--- config.mk ---
export PLATFORM = sky130hd
export DESIGN_NAME = go_scheduler_flat
export DESIGN_NICKNAME = d
export VERILOG_FILES = /design/src/rtl/go_scheduler_if.sv /design/src/rtl/go_scheduler.sv /design/src/flat_wrapper.sv
export SDC_FILE = /design/constraint.sdc
export NUM_CORES = 1
export LEC_CHECK = 0
export ABC_AREA = 1
export ABC_CLOCK_PERIOD_IN_PS = 2100
export CORE_MARGIN = 2
export CORE_UTILIZATION = 45
export DETAILED_ROUTE_END_ITERATION = 8
export HOLD_SLACK_MARGIN = 0.12
export PLACE_DENSITY = 0.71
export SKIP_LAST_GASP = 1
export SYNTH_ARGS = -nofsm -noshare
export SYNTH_HDL_FRONTEND = slang
export SYNTH_SLANG_ARGS = --single-unit
--- constraint.sdc ---
create_clock -name clock -period 2.1 [get_ports clock]
set_input_delay 0.42 -clock clock [delete_from_list [all_inputs] [get_ports clock]]
set_output_delay 0.42 -clock clock [all_outputs]
set_load 0.05 [all_outputs]
--- src/rtl/go_scheduler_if.sv ---
// ---------------------------------------------------------------------------
// go_scheduler_if
//   Request channel into the go_scheduler tag queue.
//
//   req_valid  request present this cycle
//   req_tag    tag carried with the request (TAG_W bits)
//   req_ready  queue can accept; a transfer happens when req_valid and
//              req_ready are both high at a rising clock edge
//
//   master : request producer
//   slave  : go_scheduler
// ---------------------------------------------------------------------------
interface go_scheduler_if #(
  parameter int TAG_W = 4
);
  logic             req_valid;
  logic [TAG_W-1:0] req_tag;
  logic             req_ready;

  modport master (
    output req_valid,
    output req_tag,
    input  req_ready
  );

  modport slave (
    input  req_valid,
    input  req_tag,
    output req_ready
  );
endinterface

--- src/rtl/go_scheduler.sv ---
// ---------------------------------------------------------------------------
// go_scheduler
//   Queues request tags and launches them one at a time on a downstream
//   4-state sequencer. A job is launched with a one-cycle go pulse only while
//   the sequencer reports idle, and is retired with a one-cycle done pulse
//   once the sequencer reaches its last state. If the sequencer drops back to
//   idle mid-run the job is abandoned and a sticky error is raised.
//
// Parameters
//   DEPTH  tag queue depth in entries (power of two, 2..16)
//   TAG_W  tag width in bits
//
// Ports
//   clock       single clock, rising edge
//   reset       synchronous, active-low
//   req         go_scheduler_if.slave request channel (valid/tag/ready)
//   fsm_state   current state of the downstream sequencer (0 = idle)
//   go          registered one-cycle start pulse
//   active_tag  tag of the job being issued or run; holds its last value
//   busy        scheduler is not idle
//   done        registered one-cycle completion pulse (active_tag valid)
//   err         sticky protocol-error flag
//   pending     number of queued, unissued tags
//   done_cnt    saturating completed-job count
//
// Build option
//   GO_SCHED_STATS_EN  when defined, done_cnt counts done pulses and
//                      saturates at 255; otherwise done_cnt is tied to 0.
// ---------------------------------------------------------------------------
module go_scheduler #(
  parameter int DEPTH = 4,
  parameter int TAG_W = 4
) (
  input  logic                   clock,
  input  logic                   reset,
  go_scheduler_if.slave          req,
  input  logic [1:0]             fsm_state,
  output logic                   go,
  output logic [TAG_W-1:0]       active_tag,
  output logic                   busy,
  output logic                   done,
  output logic                   err,
  output logic [$clog2(DEPTH):0] pending,
  output logic [7:0]             done_cnt
);

  localparam int             AW   = $clog2(DEPTH);
  localparam int             CW   = AW + 1;
  localparam logic [CW-1:0]  FULL = CW'(DEPTH);

  typedef enum logic [1:0] {
    IDLE  = 2'd0,
    ISSUE = 2'd1,
    RUN   = 2'd2
  } state_t;

  state_t            state;
  state_t            state_nxt;

  logic [TAG_W-1:0]  mem [DEPTH];
  logic [AW-1:0]     wr_ptr;
  logic [AW-1:0]     rd_ptr;
  logic [CW-1:0]     count;

  logic              push;
  logic              pop;
  logic              go_nxt;
  logic              done_nxt;
  logic              err_set;

  // Ready depends only on the registered count, so a pop in the same cycle
  // never opens an extra slot combinationally.
  assign req.req_ready = (count < FULL);
  assign push          = req.req_valid && req.req_ready;
  assign pending       = count;
  assign busy          = (state != IDLE);

  // ---- scheduler next-state / pulse decode ----
  always_comb begin
    state_nxt = state;
    pop       = 1'b0;
    go_nxt    = 1'b0;
    done_nxt  = 1'b0;
    err_set   = 1'b0;
    case (state)
      IDLE: begin
        // count is registered: a tag pushed this cycle cannot be popped
        // until the next one.
        if ((count != '0) && (fsm_state == 2'd0)) begin
          pop       = 1'b1;
          go_nxt    = 1'b1;
          state_nxt = ISSUE;
        end
      end
      ISSUE: begin
        state_nxt = RUN;
      end
      RUN: begin
        if (fsm_state == 2'd3) begin
          done_nxt  = 1'b1;
          state_nxt = IDLE;
        end else if (fsm_state == 2'd0) begin
          // Sequencer fell back to idle without finishing: drop the job.
          err_set   = 1'b1;
          state_nxt = IDLE;
        end
      end
      default: begin
        state_nxt = IDLE;
      end
    endcase
  end

  // ---- control registers ----
  always_ff @(posedge clock) begin
    if (!reset) begin
      state      <= IDLE;
      wr_ptr     <= '0;
      rd_ptr     <= '0;
      count      <= '0;
      go         <= 1'b0;
      done       <= 1'b0;
      err        <= 1'b0;
      active_tag <= '0;
    end else begin
      state <= state_nxt;
      go    <= go_nxt;
      done  <= done_nxt;
      if (err_set) begin
        err <= 1'b1;
      end
      if (push) begin
        wr_ptr <= wr_ptr + AW'(1);
      end
      if (pop) begin
        rd_ptr     <= rd_ptr + AW'(1);
        active_tag <= mem[rd_ptr];
      end
      case ({push, pop})
        2'b10:   count <= count + CW'(1);
        2'b01:   count <= count - CW'(1);
        default: count <= count;
      endcase
    end
  end

  // ---- tag storage (data only, no reset) ----
  always_ff @(posedge clock) begin
    if (reset && push) begin
      mem[wr_ptr] <= req.req_tag;
    end
  end

`ifdef GO_SCHED_STATS_EN
  function automatic logic [7:0] sat_inc8(input logic [7:0] v);
    return (v == 8'hFF) ? v : v + 8'd1;
  endfunction

  logic [7:0] done_cnt_q;

  // ---- completion statistics ----
  always_ff @(posedge clock) begin
    if (!reset) begin
      done_cnt_q <= 8'd0;
    end else if (done) begin
      done_cnt_q <= sat_inc8(done_cnt_q);
    end
  end

  assign done_cnt = done_cnt_q;
`else
  assign done_cnt = 8'd0;
`endif

endmodule

--- src/flat_wrapper.sv ---
// flat-port wrapper written by rule: the top's interface ports become plain ports
module go_scheduler_flat 
#(
  parameter int DEPTH = 4,
  parameter int TAG_W = 4
)
  (clock, reset, fsm_state, go, active_tag, busy, done, err, pending, done_cnt, req_req_valid, req_req_tag, req_req_ready);
  go_scheduler_if #(.TAG_W(TAG_W)) req_i ();
  input  logic clock;
  input  logic reset;
  input  logic [1:0] fsm_state;
  output logic go;
  output logic [TAG_W-1:0] active_tag;
  output logic busy;
  output logic done;
  output logic err;
  output logic [$clog2(DEPTH):0] pending;
  output logic [7:0] done_cnt;
  input wire logic [$bits(req_i.req_valid)-1:0] req_req_valid;
  input wire logic [$bits(req_i.req_tag)-1:0] req_req_tag;
  output wire logic [$bits(req_i.req_ready)-1:0] req_req_ready;
  assign req_i.req_valid = req_req_valid;
  assign req_i.req_tag = req_req_tag;
  assign req_req_ready = req_i.req_ready;
  go_scheduler #(.DEPTH(DEPTH), .TAG_W(TAG_W)) u_core (.clock(clock), .reset(reset), .req(req_i), .fsm_state(fsm_state), .go(go), .active_tag(active_tag), .busy(busy), .done(done), .err(err), .pending(pending), .done_cnt(done_cnt));
endmodule
# Yosys cells after proc, flatten, opt, wreduce, memory -nomap -nowiden
# Memory sizes are Yosys's and may differ from the RTL's. A register that Yosys moved wholly into a read port is not among the register bits.
# Index checks and enable logic that the tools add are counted.
# totals
wordCells	44
reg_bits	12
in_bits	9
ramBits	16
output_inout_bits	20
n_memories	1
# op_classes
n_eq_ne	7
add_sub_neg	4
order_cmp	1
muxes	13
n_reduce_logical	11
# memory_table
name	words	word_bits	read_ports	rd_ports_with_merged_regs	wr	line	source
u_core.mem	4	4	1	1	1	go_scheduler.sv:60	logic [TAG_W-1:0] mem [DEPTH];
# op_table
cell	count
$mux 1	8
$eq 2x2->1 const B	3
$mux 2	3
$pmux 2 s3	1
$pmux 3 s2	1
$add 2x1->2 const B	2
$eq 2x1->1 const B	2
$logic_not 2->1	2
$reduce_and 2->1	2
$reduce_bool 2->1	2
$add 3x1->3 const B	1
$logic_and 1x1->1	3
$lt 3x3->1 const B	1
$ne 3x1->1 const B	1
$reduce_bool 3->1	1
$sub 3x1->3 const B	1
$ne 2x1->1 const B	1
$logic_not 1->1	1

# Logic depth before layout (Yosys ltp)
# logic_depth
ltp_word	6
ltp_mapped	12
ltp_nobuf	12

# Least setup slack after synthesis
# OpenSTA, ideal clock, no wires.
# synth_path
path_type	reg-to-reg
startpoint	reg u_core.count[2] (netlist: u_core.pending[2])
endpoint	reg u_core.count[2] (netlist: u_core.pending[2])
setup_slack_ns	-0.347
arrival_ns	2.336
required_time_ns	1.990
synth_period_minus_slack_ns	2.447
path_stages_with_launch	11
setup_time_ns	0.110
path_buffers	0
path_cell_list	dfxtp_1 > inv_1 > nand2_1 > ha_1 > inv_1 > fa_1 > or2_2 > nand3_1 > nand2_1 > inv_1 > nor2_1
# synth_via
elab_cells_between_ends	12
cone_classes	add/sub: 2; order compare: 1; eq/ne: 2; mux: 3; reduce/logical: 4
# synth_lines
item	line	source
start, declared	go_scheduler.sv:63	logic [CW-1:0] count;
start signal, assigned	go_scheduler.sv:140	2'b10: count <= count + CW'(1);
start signal, assigned	go_scheduler.sv:141	2'b01: count <= count - CW'(1);
start signal, assigned	go_scheduler.sv:142	default: count <= count;
$lt 3x3->1 *	go_scheduler.sv:73	assign req.req_ready = (count < FULL);
net req_req_ready	flat_wrapper.sv:21	output wire logic [$bits(req_i.req_ready)-1:0] req_req_ready;
$logic_and 1x1->1 *	go_scheduler.sv:74	assign push = req.req_valid && req.req_ready;
$eq 2x1->1 or $eq 2x2->1 (tied branches)	go_scheduler.sv:139	case ({push, pop})
$pmux 3 s2 or $reduce_bool 2->1 (tied branches)	n/a	
# The timed path passes the listed nets; every way through them passes the cells marked *.
# A chain may end at the register's enable or synchronous reset.

# Worst setup path in the final report
# layout_path
startpoint	in fsm_state[1]
endpoint	reg u_core.count[2] (netlist: u_core.pending[2])
# layout_via
elab_chain_cells	6
elab_cells_between_ends	8
cone_classes	eq/ne: 2; mux: 3; reduce/logical: 3
# layout_rtl
item	line	source
start, declared	flat_wrapper.sv:11	input logic [1:0] fsm_state;
$logic_not 2->1 *	go_scheduler.sv:89	if ((count != '0) && (fsm_state == 2'd0)) begin
$logic_and 1x1->1 *	go_scheduler.sv:89	
$mux 1 *	go_scheduler.sv:89	
$mux 1 *	n/a	
$eq 2x1->1 or $eq 2x2->1 (tied branches)	go_scheduler.sv:139	
$pmux 3 s2 or $reduce_bool 2->1 (tied branches)	n/a	
# Every way passes the cells marked *; elsewhere a longest branch is shown, timed or not.

==> impl_results.md <==
- Core Rows: 21
- Iteration-0 DRC Markers: 56
- Maximum VDD drop: 0.3827 mV
- Tmin final: 2.040 ns
- TritonCTS Buffers: 5
- Clock Latency Late Sink: 0.32 ns
- Worst Skew: 0.005944 ns
- Die area: 3889 um^2
- Outcome: completed
- Post-synth top area share: 31.35%
- Clk slew on worst S/H paths: 0.10 ns
- Most frequent CP cell: inv_1
- Final setup viols: 0
- Mapped cell area: 1533 um^2
- CTS tree: built
- Critical path class: input pin to register
- Post-cts resize count: 0
- Antenna violations before repair: 0
- Avg Inst Size Synth: 8.330 um^2
- Share of cells above drive strength 1: 11.74%
- Placed Area: 1774 um^2
- Largest net degree at the start of global routing: 14
- Worst path top cell family by delay: simple AND/OR/NAND/NOR gates
- CTS Buffer Depth: 2
- Buf/Inv on CP: 4
- First-pass GRT wire length: 3884 um
- Postcts setup bufs: 0
- Port bufs: 20
- Vias in the first global route: 894
- CP Launch Type: input pin
- Hold Buf Count CTS: 0
- Slew Limit Fails: 0
- GRT Total Usage: 13.27%
- Core box area: 3311 um^2
- WL/cell: 8.826 um
- Final Instance Area: 1859 um^2
- Nets: 227
- Worst stage delay on the critical path: 0.46 ns
- Cell at the slowest stage of the critical path: clkdlybuf4s50_1
- DRC: 0
- Most common cell after layout, fill and taps aside: nand2_1
- Setup ws final: 0.05961 ns
- Distinct cells, synth: 20
- Area delta synth->final: 21.31%
- GPL Wtd Cong: 0.7703
- Clk sink count: 32
- Hold Fails Final Rpt: 0
- Die Width: 62.36 um
- DIE HEIGHT: 62.36 um
- CTS Root Cell: clkbuf_4
- Crit end category: register
- Routed wire length: 2286 um
- Arr. time, crit path: 2.27 ns
- Synthesized flop and latch total: 32
- Vias: 1085
- Total gr overflow: 0
- Commonest cells after routing, fill and taps aside: nand2_1, inv_1, nor2_1, clkdlybuf4s50_1, edfxtp_1
- Post-DRT Antenna Nets: 0
- Htree depth: 2
- Drt pass-1 iters: 6
- Crit path max fanout: 3
- Dpl ws: -0.2625 ns
- Antenna cells: 0
- Vias/cell: 4.189
- Hpwl dp: 1701 um
- Worst path required time: 2.33 ns
- P per Cell Area: 840.9 nW/um^2
- Worst Hold Class: register to register
- Sequential-to-total area share from yosys stat: 52.24%
- Dominant cells by area after synthesis: edfxtp_1, dfxtp_1, nand2_1
- Gate count after technology mapping: 184
- LEAKAGE: 0.8686 nW
- Initial Util: 46.30%
- Fmax: 0.4901 GHz
- Area leader, netlist: edfxtp_1
- Final critical-path share of the clock period: 97.16%
- Yosys warns: 0
- CP Cell Sequence: clkdlybuf4s50_1 -> nor2_2 -> nand3_2 -> inv_1 -> ha_1 -> inv_1 -> fa_1 -> or2_2 -> nand3_1 -> nand2_1 -> inv_1 -> nor2_1
- I/O pin count: 29
- Max cap viols: 0
[state kept, by name (all words and copies together) (netlist names)]
name	cells
u_core.err	1
u_core.mem	16
u_core.wr_ptr	2
u_core.go	1
u_core.pending	3
u_core.done	1
u_core.state	2
u_core.active_tag	4
u_core.rd_ptr	2
[per-stage QoR]
step | hold slack, ns | power (mW) | utilization [%] | setup TNS [ns] | cells
global placement | 0.4487 | 1.118 | 53.59 | -0.2323 | 251
global route | 0.4981 | 1.661 | 56.16 | -0.004361 | 259
floorplan | 0.4699 | 1.029 | - | 0 | 191
CTS | 0.4812 | 1.580 | 56.01 | 0 | 259
finish | 0.4797 | 1.563 | 56.16 | 0 | 259
detailed placement | 0.4614 | 1.121 | 53.59 | -0.2625 | 251
[cell usage after synthesis, drive strengths merged]
cell and number:
o21ai 5, nand4 1, nand2 44, a21oi 6
nand3 14, conb 1, inv 40, buf 10
edfxtp 16, or2 1, ha 5, clkbuf 1
dfxtp 16, nor2 23, fa 1
[metal layers]
layer / share of wire (%) / wire (um) / GRT usage [%]
met3: 4.7 / 108 / 5.435
met1: 47 / 1078 / 15.65
met5: 0 / 0 / 0
met4: 2.7 / 62 / 8.333
met2: 45 / 1037 / 20.11
[report_power, final]
part	total (mW)	internal [mW]	switching, mW
registers	0.728	0.700	0.0288
logic	0.375	0.124	0.252
clock network	0.460	0.248	0.211
[layout make-up]
type                    instances  area (um^2)
fillers                       317         1451
flip-flops and latches         32        807.0
multi-input cells             108        520.5
repair buffers                 25        240.2
inverters                      40        153.9
well taps                      46        57.56
clock inverters                 3        42.54
clock buffers                   5        37.54
[cells by family after synthesis]
kind of cell	count (synthesis)	synth area share, %
fa+ha+maj	6	5.388
buf+inv	51	15.84
simple gates	83	22.45
other cells	1	0.2447
flops	32	52.25
compound gates	11	3.836
[path summary, 6_finish.rpt]
kind                                           to  depth (start not counted)              start  slack (ns)
worst max-delay path            u_core.pending[2]                         12       fsm_state[1]        0.06
worst min-delay path                   u_core.err                          2         u_core.err        0.48
worst max register to register  u_core.pending[2]                         12  u_core.pending[2]        0.26
worst min register to register         u_core.err                          2         u_core.err        0.48
[worst min-delay path: stages (launching register included)]
cell	delay, ns
dfxtp_1	0.33
nand2_1	0.05
o21ai_0	0.06
Power figures use the tool's default switching activity.
==> patch: new RTL, same flow settings <==
Re-encode `state_t` (3 states) as one-hot, 3 bits wide.
--- a/src/rtl/go_scheduler.sv
+++ b/src/rtl/go_scheduler.sv
@@ -48,10 +48,10 @@
   localparam int             CW   = AW + 1;
   localparam logic [CW-1:0]  FULL = CW'(DEPTH);
 
-  typedef enum logic [1:0] {
-    IDLE  = 2'd0,
-    ISSUE = 2'd1,
-    RUN   = 2'd2
+  typedef enum logic [2:0] {
+    IDLE  = 3'b001,
+    ISSUE = 3'b010,
+    RUN   = 3'b100
   } state_t;
 
   state_t            state;
Function: no difference found for any inputs over 10 cycles, from zero or initial values and one cycle with reset low; not proved beyond that.
==> patch against the original RTL <==
- sequential cell count rose by 1
- wire length is 9.2% higher
- worst hold slack worse by 0.0031 ns
- via count about the same
- fmax up 1.8%
- area after synthesis fell by 0.90%
- final area decreased by 0.94%
- setup slack better by 0.036 ns
- clock power increased by 1%
- first-iteration DRC count shrank 20%
- count of clock-buffer cells in the layout increased by 1
- synthesized cell count is 7.6% lower
- total power up 4.2%
- critical endpoint is now req_req_ready
- largest power group unchanged
==> patch: results (changes against the original RTL) <==
Outcome:
- The run finished with clean final reports.

Drt:
- The met1 wire length is 1.15 mm (+6.9%).
- The ratio of routed vias to standard cells was 4.42 (+5.6%).
- The count of routing violations after the opening detailed-route iteration is 45 (-20%).
- The met2 routed wirelength came to 1.22 mm (+18%).
- The count of TritonRoute iterations in the first routing pass is 4 (-2).
- The amount of wire on met3 after detailed routing is 106 microns (-1.9%).
- The post-detailed-routing wire length is 2.50 mm (+9.2%).

Pwr:
- The switching power was 524 uW (+6.5%).
- The static leakage power was 0.000799 uW (-8.0%).
- The part of the power in combinational logic was 25.2% (+1.2 points).
- The sequential cell power came to 754 uW (+3.6%).
- The worst supply voltage drop on vdd is 0.497 mV (+30%).

Timing:
- The worst-case headroom to the max-slew limit is 66.7%.
- The worst-case clock skew is 0.00408 ns (-0.00186 ns).
- The final cycle utilization of the critical path is 95.5% (-1.7 points).
- The worst hold slack across all endpoints is 0.477 ns (-0.00314 ns).

Setup path:
- The critical path ends at req_req_ready.
- The critical path starts at u_core.pending[2].
- The depth of the worst register-to-register path is 10 (-2).
- The data arrival time of the worst path was 1.58 ns (-0.69 ns).
- In this run the critical register-to-register path is launched from u_core.state[1].
- The largest fanout on the critical path was 5 (+2).

Synthesis:
- Sorting the synthesized cells by how often they occur yields nor2_1, inv_1, nand2_1.
- The xor and xnor area share after synthesis is 0.577% (+0.58 points).
- The adder and majority cell fraction of the synthesized area was 5.44% (+0.049 points).
- The most used flip-flop cell after synthesis is dfxtp_1.
- The fraction of the mapped netlist area in compound gates came to 7.74% (+3.9 points).
- The async set or reset register ratio after synthesis came to 0% (unchanged).
- In the post-synthesis netlist, the biggest area contributors are edfxtp_1, dfxtp_1, nor2_1, inv_1, nand2_1.
- The sequential cell area fraction in the yosys report is 54.0% (+1.8 points).
- The count of different cell masters after synthesis came to 25 (+25%).
- The count of warnings emitted by yosys came to 0 (unchanged).

Cells and area:
- The number of nets in the finished design was 213 (-6.2%).
- The final antenna diode count came to 0 (unchanged).
- The fraction of final layout cells sized beyond drive strength 1 is 11.6% (-0.18 points).
- In the final layout, the registers with the most flip-flops are u_core.mem: 16 flops, u_core.active_tag: 4 flops.

Clocking:
- The number of resized instances in the post-cts repair step came to 0 (unchanged).
- In this run the clock root is driven by a clkbuf_4.
- The clock slew at the register clock pins of the worst setup and hold paths is 0.10 ns (about the same).
- The buffer count from post-CTS setup fixing came to 0 (unchanged).
- The number of buffers created by CTS is 5 (unchanged).

Global routing:
- The via count of the first global-routing pass was 985 (+10%).
- The all-layer global routing usage is 14.0% (+0.69 points).
- The initial antenna violation count is 0 (unchanged).
- The wire length of the first global-routing pass came to 4.24 mm (+9.2%).

Min path:
- The path with the worst hold slack has its endpoint at u_core.err.
- The count of cells along the worst hold path came to 1 (-1).

Placed design:
- The final HPWL from detailed placement is 1.93 mm (+13%).
- The worst setup slack before clock tree synthesis is -0.253 ns (+0.00900 ns).
- The weighted congestion reported at the end of routability-driven placement came to 0.761 (-1.3%).
-- patch: cell type report --
| class | instances | area [sq um] |
|---|---|---|
| fillers | 296 | 1440 |
| flip-flops and latches | 33 | 826 |
| multi-input cells | 107 | 541 |
| repair buffers | 26 | 245 |
| inverters | 25 | 97.6 |
| well taps | 46 | 57.6 |
| clock buffers | 6 | 41.3 |
| clock inverters | 2 | 33.8 |
-- patch: through the flow --
stage	area (sq um)	std cells	power [uW]
floorplan	1560	177	1080
global placement	1760	237	1170
detailed placement	1760	237	1180
CTS	1840	245	1640
global route	1840	245	1710
finish	1840	245	1630
-- patch: worst max-delay path, cell delays in order (launching register included) --
cell	delay, ns
dfxtp_4	0.37
clkinvlp_4	0.09
clkdlybuf4s50_1	0.80
-- patch: per-layer routing --
metal  GRT usage (%)  vias up
li1                -      571
met1            16.7      487
met2            23.5       24
met3            4.89        2
met4            4.72        0
met5               0        -
